`config.mk`:
```
export PLATFORM = sky130hd
export DESIGN_NAME = junction_lights_ctrl
export DESIGN_NICKNAME = d
export VERILOG_FILES = /design/src/rtl/junction_lights_ctrl.sv
export SDC_FILE = /design/constraint.sdc
export NUM_CORES = 1
export LEC_CHECK = 0
export CORE_MARGIN = 10
export CORE_UTILIZATION = 55
export DETAILED_ROUTE_END_ITERATION = 6
export GPL_ROUTABILITY_DRIVEN = 0
export GPL_TIMING_DRIVEN = 1
export PLACE_DENSITY = 0.75
export SYNTH_ARGS = -nofsm -noshare
export SYNTH_HDL_FRONTEND = slang
export SYNTH_SLANG_ARGS = --single-unit
```
`constraint.sdc`:
```
create_clock -name clk -period 6.9 [get_ports clk]
set_input_delay 1.38 -clock clk [delete_from_list [all_inputs] [get_ports clk]]
set_output_delay 1.38 -clock clk [all_outputs]
set_load 0.01 [all_outputs]
```
`src/rtl/junction_lights_ctrl.sv`:
```
// Two-road UK junction light sequencer with pedestrian walk phase and fault-flash mode.
// Lamp outputs are registered copies of the decoded next state, so they track the state register.
module junction_lights_ctrl #(
  parameter int unsigned CNT_W       = 16,
  parameter int unsigned T_ALL_RED   = 1,
  parameter int unsigned T_RED_AMBER = 2,
  parameter int unsigned T_GREEN     = 10,
  parameter int unsigned T_AMBER     = 3,
  parameter int unsigned T_WALK      = 8,
  parameter int unsigned T_FLASH     = 4
) (
  input  logic clk,
  input  logic rst_n,
  input  logic ped_req,
  input  logic flash_en,
  output logic a_red,
  output logic a_amber,
  output logic a_green,
  output logic b_red,
  output logic b_amber,
  output logic b_green,
  output logic walk,
  output logic ped_wait
);

  typedef enum logic [3:0] {
    StAllRedA,
    StARa,
    StAG,
    StAAm,
    StAllRedB,
    StBRa,
    StBG,
    StBAm,
    StPedWalk,
    StFlash
  } state_e;

  localparam logic [CNT_W-1:0] LimAllRed   = CNT_W'(T_ALL_RED - 1);
  localparam logic [CNT_W-1:0] LimRedAmber = CNT_W'(T_RED_AMBER - 1);
  localparam logic [CNT_W-1:0] LimGreen    = CNT_W'(T_GREEN - 1);
  localparam logic [CNT_W-1:0] LimAmber    = CNT_W'(T_AMBER - 1);
  localparam logic [CNT_W-1:0] LimWalk     = CNT_W'(T_WALK - 1);
  localparam logic [CNT_W-1:0] LimFlash    = CNT_W'(T_FLASH - 1);

  // Lamp bit order: {a_red, a_amber, a_green, b_red, b_amber, b_green, walk}
  localparam logic [6:0] LampsReset = 7'b100_100_0;

  state_e           state_q, state_d;
  logic [CNT_W-1:0] cnt_q, cnt_d, lim;
  logic             road_q, road_d;  // road served after a walk: 0 = A, 1 = B
  logic             phase_q, phase_d;
  logic             ped_wait_q, ped_wait_d;
  logic [6:0]       lamps_q, lamps_d;
  logic             expire;

  function automatic logic [6:0] decode(state_e s, logic ph);
    logic [6:0] l;
    l = LampsReset;
    unique case (s)
      StARa:     l = 7'b110_100_0;
      StAG:      l = 7'b001_100_0;
      StAAm:     l = 7'b010_100_0;
      StBRa:     l = 7'b100_110_0;
      StBG:      l = 7'b100_001_0;
      StBAm:     l = 7'b100_010_0;
      StPedWalk: l = 7'b100_100_1;
      StFlash:   l = {1'b0, ph, 1'b0, 1'b0, ph, 1'b0, 1'b0};
      default:   l = LampsReset;
    endcase
    return l;
  endfunction

  always_comb begin
    lim = LimAllRed;
    unique case (state_q)
      StARa, StBRa: lim = LimRedAmber;
      StAG, StBG:   lim = LimGreen;
      StAAm, StBAm: lim = LimAmber;
      StPedWalk:    lim = LimWalk;
      StFlash:      lim = LimFlash;
      default:      lim = LimAllRed;
    endcase
  end

  assign expire = (cnt_q == lim);

  always_comb begin
    state_d    = state_q;
    cnt_d      = cnt_q + CNT_W'(1);
    road_d     = road_q;
    phase_d    = phase_q;
    ped_wait_d = ped_wait_q | ped_req;

    if (flash_en) begin
      ped_wait_d = 1'b0;
      if (state_q != StFlash) begin
        state_d = StFlash;
        cnt_d   = '0;
        phase_d = 1'b1;
      end else if (expire) begin
        cnt_d   = '0;
        phase_d = ~phase_q;
      end
    end else if (state_q == StFlash) begin
      state_d    = StAllRedA;
      cnt_d      = '0;
      road_d     = 1'b0;
      phase_d    = 1'b0;
      ped_wait_d = 1'b0;
    end else if (expire) begin
      cnt_d = '0;
      unique case (state_q)
        StAllRedA: begin
          if (ped_wait_q) begin
            state_d    = StPedWalk;
            road_d     = 1'b0;
            ped_wait_d = ped_req;  // a press on the clearing edge stays latched
          end else begin
            state_d = StARa;
          end
        end
        StARa:     state_d = StAG;
        StAG:      state_d = StAAm;
        StAAm:     state_d = StAllRedB;
        StAllRedB: begin
          if (ped_wait_q) begin
            state_d    = StPedWalk;
            road_d     = 1'b1;
            ped_wait_d = ped_req;
          end else begin
            state_d = StBRa;
          end
        end
        StBRa:     state_d = StBG;
        StBG:      state_d = StBAm;
        StBAm:     state_d = StAllRedA;
        // Skip the all-red so a held button cannot starve traffic.
        StPedWalk: state_d = road_q ? StBRa : StARa;
        default:   state_d = StAllRedA;
      endcase
    end

    lamps_d = decode(state_d, phase_d);
  end

  always_ff @(posedge clk or negedge rst_n) begin
    if (!rst_n) begin
      state_q    <= StAllRedA;
      cnt_q      <= '0;
      road_q     <= 1'b0;
      phase_q    <= 1'b0;
      ped_wait_q <= 1'b0;
      lamps_q    <= LampsReset;
    end else begin
      state_q    <= state_d;
      cnt_q      <= cnt_d;
      road_q     <= road_d;
      phase_q    <= phase_d;
      ped_wait_q <= ped_wait_d;
      lamps_q    <= lamps_d;
    end
  end

  assign {a_red, a_amber, a_green, b_red, b_amber, b_green, walk} = lamps_q;
  assign ped_wait = ped_wait_q;

endmodule

```
# Word level (Yosys, flattened, before mapping)
# Memory sizes are Yosys's and may differ from the RTL's.
# Index checks and enable logic that the tools add are counted.
# Widths: inputs -> output; s select.
dict set report totals {
  word_cells 63
  rom_bits 64
  n_memories 1
  mem_bits_rw 0
  output_inout_bits 8
  regBits 30
  latch_bits 0
}
dict set report op_classes {
  div_mod_pow 0
  mux 27
  bitwise 3
  mul 0
  addsub 1
  n_reduce_logical 5
  n_shift 0
  n_lt_le_gt_ge 0
  eq_ne 20
}
# memory depth width rd rd_clocked_by_memory_dff write_ports line_no
set mem_list {}
lappend mem_list {{(no name shown)} 16 4 1 0 0 76} ;# unique case (state_q)
# op n
set ops {}
lappend ops {{$mux 16} 4}
lappend ops {{$pmux 7 s8} 1}
lappend ops {{$pmux 4 s8} 1}
lappend ops {{$eq 4x3->1 const B} 6}
lappend ops {{$mux 4} 6}
lappend ops {{$add 16x1->16 const B} 1}
lappend ops {{$eq 16x16->1} 1}
lappend ops {{$eq 4x2->1 const B} 4}
lappend ops {{$eq 4x4->1 const B} 4}
lappend ops {{$mux 1} 13}
lappend ops {{$eq 4x1->1 const B} 2}
lappend ops {{$ne 3x3->1 const B} 2}
lappend ops {{$reduce_and 5->1} 1}
lappend ops {{$logic_not 4->1} 1}
lappend ops {{$ne 4x4->1 const B} 1}
lappend ops {{$mux 3} 1}
lappend ops {{$reduce_bool 3->1} 1}
lappend ops {{$not 1->1} 2}
lappend ops {{$pmux 1 s2} 1}
lappend ops {{$reduce_bool 2->1} 1}
lappend ops {{$reduce_or 2->1} 1}
lappend ops {{$or 1x1->1} 1}

# Depth between registers and ports, before layout
dict set report depth {
  ltp_word 7
  mapped_depth 10
  depth_no_buf 10
}

# Worst setup path after synthesis
# OpenSTA, ideal clock, no wires.
dict set report synth_path {
  path_type {input to register}
  from {input port flash_en}
  to {register lamps_q[3]}
  path_stages 6
  required_time_ns 6.818
  arrival_time_ns 2.376
  path_buffers 1
  path_slack_ns 4.441
  setup_ns 0.082
  cell_sequence {clkbuf_8 > nor2_1 > o21ai_0 > nor4_2 > a211oi_4 > mux2_2}
}
dict set report synth_via {
  elab_chain_len 3
  elab_cells_between_ends 10
  cone_classes {eq/ne: 8; mux: 2}
}
# item line_no
set synth_lines {}
lappend synth_lines {{from (decl)} 15} ;# input logic flash_en,
lappend synth_lines {{$mux 4 *} 95} ;# if (flash_en) begin
lappend synth_lines {{$eq 4x4->1 (tied with other cells)} 60} ;# unique case (s)
lappend synth_lines {{$pmux 7 s8 *} 60}
lappend synth_lines {{net lamps_d[3]} 54} ;# logic [6:0] lamps_q, lamps_d;
lappend synth_lines {{to (signal assigned)} 154} ;# lamps_q <= LampsReset;
lappend synth_lines {{to (signal assigned)} 161} ;# lamps_q <= lamps_d;
lappend synth_lines {{to (decl)} 54}
# The timed path passes the listed nets; every way through them passes the cells marked *.
# A chain may end at the register's enable or synchronous reset.

# Worst setup path in the final report
dict set report layout_path {
  from {input port flash_en}
  to {register lamps_q[6]}
}
dict set report layout_via {
  elab_chain_len 3
  elab_cells_between_ends 10
  cone_classes {eq/ne: 8; mux: 2}
}
# item line_no
set layout_lines {}
lappend layout_lines {{$mux 4 *} 95}
lappend layout_lines {{net state_d[1]} 49} ;# state_e state_q, state_d;
lappend layout_lines {{$eq 4x4->1 (tied with other cells)} 60}
lappend layout_lines {{$pmux 7 s8 *} 60}
lappend layout_lines {{net lamps_d[6]} 54}
# Marked as above.

==> summary.md <==
| Metric | Value |
|---|---|
| Outcome | `complete, no violations` |
| Hold path endpoint | `road_q` |
| Pre-antenna DRT Iters | `4` |
| Post-synth EDFFs | `0` |
| Sequential fraction of the synthesis area | `a little over two fifths` |
| CP arrival | `3070 ps` |
| # setup viols final | `0` |
| Clock tree buffer depth | `2` |
| Dpl ws | `roughly 3800 ps` |
| H-tree depth | `2` |
| Critical path class | `in2reg` |
| Vias in the first global route | `1290` |
| Initial Utilization | `roughly three fifths` |
| Via Count | `1364` |
| Yosys top cell area share | `roughly two fifths` |
| Most common library cells after synthesis | `nor2_1, dfrtp_1, nand2_1` |
| Synth top area cells | `dfrtp_1, nor2_1, xor2_1` |
| Slew Limit Fails | `0` |
| Core area | `roughly 3100 µm²` |
| Syn nets | `between 150 and 200` |
| Synth Flop Type | `dfrtp_1` |
| Multi-input logic area | `approximately 1000 µm²` |
| Register bit count reported by yosys | `30` |
| Reg-to-reg critical path endpoint | `lamps_q[6]` |
| Final Critical Period | `around 2800 ps` |
| Final clock skew | `slightly below 10 ps` |
| Final hold slack | `between 500 and 600 ps` |
| Mapped Cells | `around 180` |
| Initial antenna violation count | `0` |
| Clk pwr share | `15.9%` |
| Worst reg2reg path startpoint | `state_q[1]` |
| Post-synthesis async set-or-reset flop share | `100.0%` |
| Post-synth cell types | `55` |
| Top-count cell post-synth | `nor2_1` |
| Synthesized area per cell | `slightly below 10 µm²` |
| Max-cap violations | `0` |
| FMAX | `~360 MHz` |
| Fin. Hold Viols | `0` |
| Largest net degree at the start of global routing | `31` |
| I/O pin cnt | `12` |
| Hold Crit Class | `reg2reg` |
| Clk sinks | `30` |
| Relative slew slack | `about 65%` |
| Cell area after layout | `1997 µm²` |
| Sw power | `approximately 0.29 mW` |
| Worst reg-to-reg setup slack | `about 4300 ps` |
| Hold depth | `2` |
| First-pass GRT wire length | `between 6000 and 7000 µm` |
| Slowest stage cell, crit path | `clkdlybuf4s50_1` |
| Worst Path Required | `7160 ps` |
| Layout filler cell count | `around 280` |
| Num CTS Buffers | `5` |
| Setup TNS | `0 ps` |
| CP startpoint kind | `input port` |
| Worst slew pin tran | `between 500 and 600 ps` |
| Site row count | `20` |
| Yosys synthesis warning count | `0` |
| Routing usage on met2 | `between 10% and 20%` |
| # nets final | `around 200` |
| Worst-Skew Late Latency | `about 330 ps` |
| Reg power frac | `between 30% and 40%` |
| Antenna Nets Post-Route | `0` |
| DR DRC count | `0` |
| CP peak stage delay | `around 640 ps` |
| Final Worst Setup Slack | `approximately 4100 ps` |
| Placed cell area | `between 1500 and 2000 µm²` |
| Grt ovf | `0` |
| Area Growth Syn to Fin | `10.37%` |
| Vias/cell | `approximately 5.6` |
| Comb pwr share | `around half` |
| Top Usage Layer GRT | `met2` |
| Cts hold-fix bufs | `0` |
| Hold path start | `road_q` |
| Internal | `0.4007 mW` |
| Post-CTS sizing | `0` |
| FF-to-FF path depth | `10` |
| Leakage Power | `approximately 0.84 nW` |
| PortBufs | `11` |
| Met1 usage | `between 10 and 15%` |
| Die H | `a little under 80 µm` |
| CP Capture Type | `register` |
| All-Layer GR Usage | `between 10% and 20%` |
| Die ar. | `5984 µm²` |
| Sw Ratio | `roughly 42%` |
| Layout cell share with drive strength beyond 1 | `18.69%` |
| Routed WL per cell | `around 15 µm` |
| # Post-CTS Setup Buffers | `0` |
| Clock root buffer | `clkbuf_4` |
| GR Util met3 | `around 4.3%` |
| Final wirelength | `3676 µm` |
| Dpl hpwl | `approximately 2700 µm` |
| Worst vdd ir | `between 0.15 and 0.2 mV` |
| Total power divided by cell area | `~350 nW/µm²` |
| Antenna Cells | `0` |
| Max FO, Critical Path | `8` |
| Worst-path clk slew | `roughly 100 ps` |
| Mapped Area | `approximately 1800 µm²` |
| RSZ-0062 raised after global routing | `false` |
| Iter 0 DRT Violations | `126` |
| CP Cell Sequence | `clkdlybuf4s50_1, nor2_1, o21ai_0, nor4_2, a211oi_4, inv_2, nor3b_1, o21ai_1` |
| Die Span X | `roughly 77 µm` |
| Sequential cell area | `753.2 µm²` |
| CTS tree | `done` |
| Area leader, netlist | `dfrtp_1` |
| Crit share post-route | `40.75%` |
## state kept, by name (all words and copies together) (netlist names)
register	count
ped_wait	1
cnt_q	16
phase_q	1
lamps_q	7
state_q	4
road_q	1
## area by class of cell
cell class | count | share of cell area (%)
multi-input cells | 139 | 48.93
flip-flops and latches | 30 | 37.72
repair buffers | 12 | 5.890
clock buffers | 7 | 2.757
well taps | 44 | 2.757
inverters | 9 | 1.692
clock inverters | 1 | 0.2506
## worst max-delay path, delay by kind of cell
kind	cells	cell delay (ps)
buffers and inverters	2	730
AND/OR/NAND/NOR	3	380
AO/OA/AOI/OAI	3	570
## power groups by stage
stage / combinational [mW] / sequential [mW] / clock [mW]
after CTS: 0.337 / 0.245 / 0.112
final: 0.336 / 0.246 / 0.110
after global routing: 0.366 / 0.252 / 0.120
after detailed placement: 0.335 / 0.248 / 0
after floorplan: 0.254 / 0.244 / 0
after global placement: 0.326 / 0.248 / 0
## per-layer routing
| layer | part of all wire [%] | wire [µm] | vias to the layer above |
|---|---|---|---|
| met4 | 1.7 | 61 | 0 |
| met3 | 4.8 | 177 | 7 |
| met1 | 47 | 1718 | 658 |
| met5 | 0 | 0 | - |
| met2 | 47 | 1718 | 25 |
| li1 | - | - | 674 |
## cell usage in the layout, fill, tap and decap left out, drive strengths merged, types with 6 or more instances in the layout
| cell type | instances |
|---|---|
| inv | 9 |
| clkdlybuf4s50 | 11 |
| nand2 | 13 |
| nor2 | 30 |
| dfrtp | 28 |
| a21oi | 7 |
| and3 | 6 |
| nand3 | 12 |
| clkbuf | 7 |
| xor2 | 10 |
| xnor2 | 8 |
## through the flow
stage	std cells	power, mW	util [%]
2_1_floorplan	183	0.4988	-
3_3_place_gp	234	0.5742	62.42
3_5_place_dp	234	0.5830	62.42
4_1_cts	242	0.6943	64.35
5_1_grt	242	0.7373	64.35
6_report	242	0.6910	64.35
## how the worst max path moves through the flow
stage / from / endpoint / cells past startpoint
after floorplan: flash_en / lamps_q[3] / 6
after global placement: flash_en / lamps_q[3] / 6
after detailed placement: flash_en / lamps_q[6] / 8
after CTS: flash_en / lamps_q[6] / 8
after global routing: flash_en / lamps_q[6] / 8
final: flash_en / lamps_q[6] / 8
## logic make-up (layout without fill, tap and decap cells)
group | Yosys count | in the layout | synth area share, %
xor gates and xnor gates | 18 | 18 | 8.714
AOI/OAI and AO/OA | 30 | 30 | 13.97
muxes | 2 | 2 | 1.245
adders and majority gates | 5 | 5 | 3.458
DFF | 30 | 30 | 41.63
buffers and inverters | 14 | 29 | 4.357
and+or+nand+nor | 84 | 84 | 26.63
Note: power is estimated with default switching activity, not from simulation.
